$ cat config.mk
export PLATFORM = sky130hd
export DESIGN_NAME = instruction_fetch_unit
export DESIGN_NICKNAME = d
export VERILOG_FILES = /design/src/rtl/instruction_fetch_unit.sv
export SDC_FILE = /design/constraint.sdc
export NUM_CORES = 1
export LEC_CHECK = 0
export CORE_MARGIN = 5
export CORE_UTILIZATION = 47
export CTS_BUF_LIST = sky130_fd_sc_hd__clkbuf_4 sky130_fd_sc_hd__clkbuf_8 sky130_fd_sc_hd__clkbuf_16
export DETAILED_ROUTE_END_ITERATION = 7
export PLACE_DENSITY = 0.79
export SLEW_MARGIN = 20
export SYNTH_ARGS = -nofsm -noshare
export SYNTH_HDL_FRONTEND = slang
export SYNTH_SLANG_ARGS = --single-unit
$ cat constraint.sdc
create_clock -name clk -period 1.88 [get_ports clk]
set_input_delay 0.282 -clock clk [delete_from_list [all_inputs] [get_ports clk]]
set_output_delay 0.282 -clock clk [all_outputs]
set_load 0.005 [all_outputs]
$ cat src/rtl/instruction_fetch_unit.sv
`default_nettype none
// ============================================================================
//  Module   : instruction_fetch_unit
//  Purpose  : Fetches 4-bit opcodes from a combinational program ROM and
//             presents them to the execute stage over a valid/ready
//             handshake. Skip-if-nonzero opcodes (SNZ A = 4'b1000,
//             SNZ S = 4'b1001) park the unit until execute reports whether
//             the following instruction is to be skipped. The unit halts
//             once the program counter runs past PROG_LAST.
//  Revision : 1.0 - initial release
// ----------------------------------------------------------------------------
//  Ports
//    clk           in   1           clock, rising edge active
//    reset         in   1           synchronous active-high reset
//    enableIn      in   1           run permission (used in IDLE and FETCH)
//    romAddrOut    out  ADDR_WIDTH  ROM address (equals pcOut)
//    romDataIn     in   4           ROM opcode at romAddrOut
//    instrOut      out  4           registered opcode for execute
//    instrValidOut out  1           instrOut is valid
//    instrReadyIn  in   1           execute accepts instrOut
//    condValidIn   in   1           skip decision for the last SNZ is valid
//    condTakenIn   in   1           skip the next instruction
//    pcOut         out  ADDR_WIDTH  low bits of the program counter
//    haltOut       out  1           program finished
// ============================================================================
module instruction_fetch_unit #(
    parameter int ADDR_WIDTH = 8,
    parameter int PROG_LAST  = 2**ADDR_WIDTH - 1
) (
    input  logic                  clk,
    input  logic                  reset,
    input  logic                  enableIn,
    output logic [ADDR_WIDTH-1:0] romAddrOut,
    input  logic [3:0]            romDataIn,
    output logic [3:0]            instrOut,
    output logic                  instrValidOut,
    input  logic                  instrReadyIn,
    input  logic                  condValidIn,
    input  logic                  condTakenIn,
    output logic [ADDR_WIDTH-1:0] pcOut,
    output logic                  haltOut
);

    typedef enum logic [2:0] {
        S_IDLE      = 3'd0,
        S_FETCH     = 3'd1,
        S_ISSUE     = 3'd2,
        S_WAIT_COND = 3'd3,
        S_HALT      = 3'd4
    } state_t;

    // The PC carries one extra bit so running past PROG_LAST is visible
    // rather than wrapping back to address zero.
    localparam logic [ADDR_WIDTH:0] c_prog_last = (ADDR_WIDTH+1)'(PROG_LAST);
    localparam logic [ADDR_WIDTH:0] c_pc_one    = (ADDR_WIDTH+1)'(1);
    localparam logic [ADDR_WIDTH:0] c_pc_zero   = '0;
    localparam logic [3:0]          c_op_nop    = 4'b0111;
    localparam logic [3:0]          c_op_snz_a  = 4'b1000;
    localparam logic [3:0]          c_op_snz_s  = 4'b1001;

    state_t              r_state_q, w_state_d;
    logic [ADDR_WIDTH:0] r_pc_q,    w_pc_d;
    logic [3:0]          r_instr_q, w_instr_d;
    logic                r_valid_q, w_valid_d;
    logic                r_halt_q,  w_halt_d;

    logic                w_is_snz;
    logic                w_skip;

    assign w_is_snz = (r_instr_q == c_op_snz_a) || (r_instr_q == c_op_snz_s);
    assign w_skip   = condTakenIn;

    // ------------------------------------------------------------------------
    // Next-state logic
    // ------------------------------------------------------------------------
    always_comb begin
        w_state_d = r_state_q;
        w_pc_d    = r_pc_q;
        w_instr_d = r_instr_q;

        case (r_state_q)
            S_IDLE: begin
                if (enableIn) begin
                    w_state_d = S_FETCH;
                end
            end

            S_FETCH: begin
                // The PC is advanced here, so during ISSUE it already points
                // at the next instruction; the halt test uses that value.
                if (enableIn) begin
                    w_instr_d = romDataIn;
                    w_pc_d    = r_pc_q + c_pc_one;
                    w_state_d = S_ISSUE;
                end
            end

            S_ISSUE: begin
                if (instrReadyIn) begin
                    if (w_is_snz) begin
                        w_state_d = S_WAIT_COND;
                    end else if (r_pc_q > c_prog_last) begin
                        w_state_d = S_HALT;
                    end else begin
                        w_state_d = S_FETCH;
                    end
                end
            end

            S_WAIT_COND: begin
                if (condValidIn) begin
                    w_pc_d    = w_skip ? (r_pc_q + c_pc_one) : r_pc_q;
                    w_state_d = (w_pc_d > c_prog_last) ? S_HALT : S_FETCH;
                end
            end

            S_HALT: begin
                w_state_d = S_HALT;
            end

            default: begin
                w_state_d = S_IDLE;
            end
        endcase

        // Outputs are registered from the next state so they line up with it.
        w_valid_d = (w_state_d == S_ISSUE);
        w_halt_d  = (w_state_d == S_HALT);
    end

    // ------------------------------------------------------------------------
    // State registers
    // ------------------------------------------------------------------------
    always_ff @(posedge clk) begin
        if (reset) begin
            r_state_q <= S_IDLE;
            r_pc_q    <= c_pc_zero;
            r_instr_q <= c_op_nop;
            r_valid_q <= 1'b0;
            r_halt_q  <= 1'b0;
        end else begin
            r_state_q <= w_state_d;
            r_pc_q    <= w_pc_d;
            r_instr_q <= w_instr_d;
            r_valid_q <= w_valid_d;
            r_halt_q  <= w_halt_d;
        end
    end

    // ------------------------------------------------------------------------
    // Outputs
    // ------------------------------------------------------------------------
    assign romAddrOut    = r_pc_q[ADDR_WIDTH-1:0];
    assign pcOut         = r_pc_q[ADDR_WIDTH-1:0];
    assign instrOut      = r_instr_q;
    assign instrValidOut = r_valid_q;
    assign haltOut       = r_halt_q;

endmodule
`default_nettype wire

Yosys cells after proc, flatten, opt, wreduce, memory -nomap -nowiden
Index checks and enable logic that the tools add are counted.
{"block": "classes", "addsub": 1, "multipliers": 0, "n_div": 0, "magnitude_cmp": 2, "n_eq_ne": 10, "shifts": 0, "muxes": 12, "bitwise": 0, "reduce_logical": 5}
{"operator": "2-to-1 mux 9 bit", "count": 3}
{"operator": "2-to-1 mux 3 bit", "count": 7}
{"operator": "greater-than comparator 9 x 8 -> 1 bit, second input constant", "count": 2}
{"operator": "one-hot mux 9 bit (2 select lines)", "count": 1}
{"operator": "one-hot mux 3 bit (5 select lines)", "count": 1}
{"operator": "adder 9 x 1 -> 9 bit, second input constant", "count": 1}
{"operator": "== test 3 x 2 -> 1 bit, second input constant", "count": 3}
{"operator": "== test 4 bit, second input constant", "count": 2}
{"operator": "== test 3 bit, second input constant", "count": 2}
{"operator": "!= test 2 bit, second input constant", "count": 2}
{"operator": "== test 3 x 1 -> 1 bit, second input constant", "count": 1}
{"operator": "logical NOT 3 bit", "count": 1}
{"operator": "AND reduction 3 bit", "count": 1}
{"operator": "AND reduction 2 bit", "count": 1}
{"operator": "nonzero test 2 bit", "count": 1}
{"operator": "logical OR 1 bit", "count": 1}
{"block": "word_totals", "regBits": 18, "latchBits": 0, "ramBits": 0, "romBits": 0, "out_inout_bits": 22, "word_cells": 35, "mem_count": 0}

Logic depth before layout (Yosys ltp)
{"block": "depth", "depth_word": 7, "mapped_depth": 7, "mapped_depth_nobuf": 7}

Least setup slack after synthesis
OpenSTA, ideal clock, no wires.
{"block": "synth_timing", "path_kind": "reg-to-reg", "start": "register r_pc_q[0]", "end": "register r_valid_q, in the netlist instrValidOut", "setup_time_ns": 0.061, "arrival_time_ns": 1.668, "setup_slack_ns": 0.151, "stages_incl_launch_ff": 8, "path_buffers": 0, "path_cell_list": "dfxtp_1 > ha_1 > nand2_1 > nor3_1 > ha_1 > a211oi_1 > o31a_1 > and4_1"}
{"block": "synth_via", "elab_chain_len": 7}
{"element": "start: declaration", "line": "62", "rtl": "logic [ADDR_WIDTH:0] r_pc_q, w_pc_d;"}
{"element": "start signal: assignment", "line": "137", "rtl": "r_pc_q <= c_pc_zero;"}
{"element": "start signal: assignment", "line": "143", "rtl": "r_pc_q <= w_pc_d;"}
{"element": "adder 9 x 1 -> 9 bit", "line": "112", "rtl": "w_pc_d = w_skip ? (r_pc_q + c_pc_one) : r_pc_q;"}
{"element": "2-to-1 mux 9 bit", "line": "112"}
{"element": "greater-than comparator 9 x 8 -> 1 bit", "line": "113", "rtl": "w_state_d = (w_pc_d > c_prog_last) ? S_HALT : S_FETCH;"}
{"element": "2-to-1 mux 3 bit", "line": "113"}
{"element": "2-to-1 mux 3 bit", "line": "111", "rtl": "if (condValidIn) begin"}
{"element": "one-hot mux 3 bit (5 select lines) *", "line": "81", "rtl": "case (r_state_q)"}
{"element": "== test 3 x 2 -> 1 bit *", "line": "127", "rtl": "w_valid_d = (w_state_d == S_ISSUE);"}
{"element": "end signal: assignment", "line": "145", "rtl": "r_valid_q <= w_valid_d;"}
{"element": "end: declaration", "line": "64", "rtl": "logic r_valid_q, w_valid_d;"}
Every way passes the cells marked *; elsewhere a longest branch is shown, timed or not.
A chain may end at the register's enable or synchronous reset.

Final worst setup path
{"block": "layout_timing", "start": "register r_pc_q[1]", "end": "register r_valid_q, in the netlist instrValidOut"}
Same word-level chain as after synthesis.

==> key figures <==
Pwr
  – Switch share: about a quarter
  – Power Total: 786 uW
  – Power share of the clock group: 31.0%
  – Logic pwr share: 17.0%
  – Flop pwr share: about 52%
  – PwrDens: about 550 mW/mm^2
  – Leakage power: between 0.0004 and 0.0005 uW
  – Peak supply drop: a little over 0.0004 V
  – NetSw: about 200 uW
  – Internal: between 500 and 600 uW

Setup path
  – Reg-to-reg endpoint: instrValidOut
  – Req. time, crit path: 2.13 ns
  – R2R setup slack: around 0.19 ns
  – Max FO, Critical Path: 5
  – CP Launch Type: flop
  – Critical path data arrival time: between 1.5 and 2 ns
  – FF-to-FF path depth: 7
  – CP Capture Type: flop
  – Reg2Reg Launch Point: r_pc_q[1]
  – CP Class: flop to flop

Place
  – IO Port Bufs: 31
  – Final HPWL DP: ~1.9 mm
  – Placed Cells: 165
  – Routability-driven placement congestion ratio: ~0.79

Finish
  – Inserted Diodes: 0
  – Fin cells: around 170
  – Layout cells sized above 1: 19.1%
  – Reg area: between 300 and 400 um^2
  – Area of the multi-input gates: between 500 and 600 um^2
  – P&R area growth vs syn: 28.0%
  – FILL cells: approximately 200
  – # nets final: roughly 150
  – Util after Layout: 63.8%

Floorplan
  – Core footprint: 0.00223 mm^2
  – Initial core utilization: 49.9%
  – Num ports: 32
  – Die area: 0.00344 mm^2
  – Die height: 58.7 um
  – Row Count: 17
  – Die X: 58.7 um

Yosys
  – Post-synth EDFFs: 0
  – Post-synthesis sequential area ratio: between 30% and 40%
  – Asr flop ratio synth: 0%
  – Count of cell types in the netlist: 30
  – Yosys top cell area share: 32.4%
  – Largest area contributor in the netlist: dfxtp_1
  – Synth warn: 0
  – Predominant post-synthesis flop cell: dfxtp_1
  – Avg Cell Area, Syn: roughly 9.6 um^2
  – Netlist Area Pre-Place: 0.00111 mm^2
  – Mapped Cells: 116
  – Synth Register Bits: 18
  – Syn_nets: around 130
  – Most frequent cells after synthesis: buf_4, dfxtp_1, nor2_1
  – Ranking of synthesized cells by area: dfxtp_1, buf_4, a2111oi_4

Global routing
  – Largest net degree at the start of global routing: 14
  – Initial antenna violation count: 0
  – Global-route wire length before repair: 3.94 mm
  – Vias in the first global route: slightly below 900
  – All-layer global routing usage: between 10% and 20%
  – GRT overflow: 0

Timing
  – Relative slew slack: 76.9%
  – Final Hold Viols: 0
  – Worst-Margin Slew: between 0.3 and 0.4 ns
  – Minimum clock period: 1.69 ns
  – Layout Skew: between 0.008 and 0.009 ns
  – RSZ-0062 raised after global routing: no
  – Max Slew Vio Count: 0
  – Post-route setup TNS: 0 ns
  – Peak Freq: a little under 600 MHz
  – Final setup fails: 0
  – Final Cycle Share: about 90%

CTS
  – Clk_lat worst skew: 0.30 ns
  – Maximum buffer depth of the clock tree: 2
  – Root Buffer: clkbuf_4
  – CTS sink count: 18
  – Setup Fix Bufs, Post-CTS: 0
  – CTS Buf Count: 3
  – Hold_buf cts: 0
  – CTS tree: done
  – Htree depth: 1
  – CTS clk-pin slew, worst paths: 0.11 ns

Route
  – Vias: about 870
  – Vias per cell: slightly above 5
  – Starting DRT DRC Count: 16
  – ANT nets after route: 0
  – Routed Wire Length: between 2 and 2.5 mm
  – First-pass iteration count of the detailed router: 4
  – DR WL/cell: 14.1 um
  – DRC Markers: 0

Job
  – Max Cap Viol: 0

Worst hold path
  – Min-Delay Startpoint: instrOut[0]
  – Hold Crit Depth: 2
  – Hold WC Path Type: flop to flop
  – Worst Hold Endpoint: instrOut[0]

Outcome
  – Status: completed
[layer usage]
| layer | GRT usage [%] | vias to the layer above | share of wire (%) |
|---|---|---|---|
| met3 | 5.04 | 4 | 6.6 |
| met4 | 8.41 | 0 | 1.9 |
| li1 | - | 443 | - |
| met1 | 17.0 | 402 | 42 |
| met2 | 24.4 | 25 | 49 |
| met5 | 0 | - | 0 |
[kinds of logic (layout without fill, tap and decap cells)]
kind of cell / Yosys count / after routing / synth area share (%)
DFF: 18 / 18 / 32.4
buffers and inverters: 25 / 50 / 14.5
muxes: 1 / 1 / 0.899
AOI/OAI and AO/OA: 24 / 24 / 22.2
and+or+nand+nor: 39 / 39 / 22.2
adders and majority gates: 2 / 2 / 2.25
xor gates and xnor gates: 7 / 7 / 5.51
[sequential cells by signal, summed over array words and instances (netlist names)]
register,cells
haltOut,1
instrOut,4
instrValidOut,1
r_pc_q,9
r_state_q,3
[power groups by stage]
stage	logic, uW	registers, uW	clock network [uW]
after detailed placement	133	418	0
after floorplan	80.9	416	0
after CTS	134	409	246
after global routing	144	412	265
final	133	409	243
after global placement	130	416	0
[critical path, cell delays in order, from the launching register on]
cell	delay [ns]
dfxtp_2	0.37
ha_1	0.16
nand2_1	0.07
nor3_1	0.15
ha_1	0.27
a211oi_1	0.28
o31a_1	0.17
and4_1	0.17
[repair_timing]
action | in CTS | in global routing
endpoints found under the hold margin | 0 | 0
gates resized for setup | 0 | 1
setup endpoints to repair | 0 | 4
[cells in the final DEF, fill, tap and decap left out, drive strengths merged, types with 2 or more instances in the layout]
cell type      instances
clkdlybuf4s50         31
dfxtp                 18
nor2                  11
buf                    9
nand2                  8
o21ai                  8
xnor2                  7
inv                    6
nand3                  6
a211oi                 5
a2111oi                4
clkbuf                 4
nand2b                 2
nor2b                  2
nor3b                  2
o31a                   2
o311a                  2
ha                     2
a21oi                  2
[cell type report]
cell class / count / share of cell area [%]
sequential: 18 / 25.4
clock buffer: 4 / 2.55
multi-input combinational: 73 / 41.5
inverter: 6 / 1.58
timing repair buffer: 40 / 26.5
tap: 28 / 2.46
[through the flow]
stage	hold slack (ns)	setup slack [ns]	cell area, um^2
after floorplan	0.355	0.151	1110
after global placement	0.475	0.115	1390
after detailed placement	0.484	0.0704	1390
after CTS	0.499	0.104	1420
after global routing	0.533	0.0196	1430
final	0.496	0.188	1430
[worst max-delay path by stage]
stage | startpoint | endpoint | slack [ns]
after floorplan | r_pc_q[0] | instrValidOut | 0.15
after global placement | condTakenIn | r_pc_q[5] | 0.12
after detailed placement | condTakenIn | r_pc_q[5] | 0.07
after CTS | r_pc_q[1] | haltOut | 0.10
after global routing | r_pc_q[1] | haltOut | 0.02
final | r_pc_q[1] | instrValidOut | 0.19
Power figures use the tool's default switching activity.
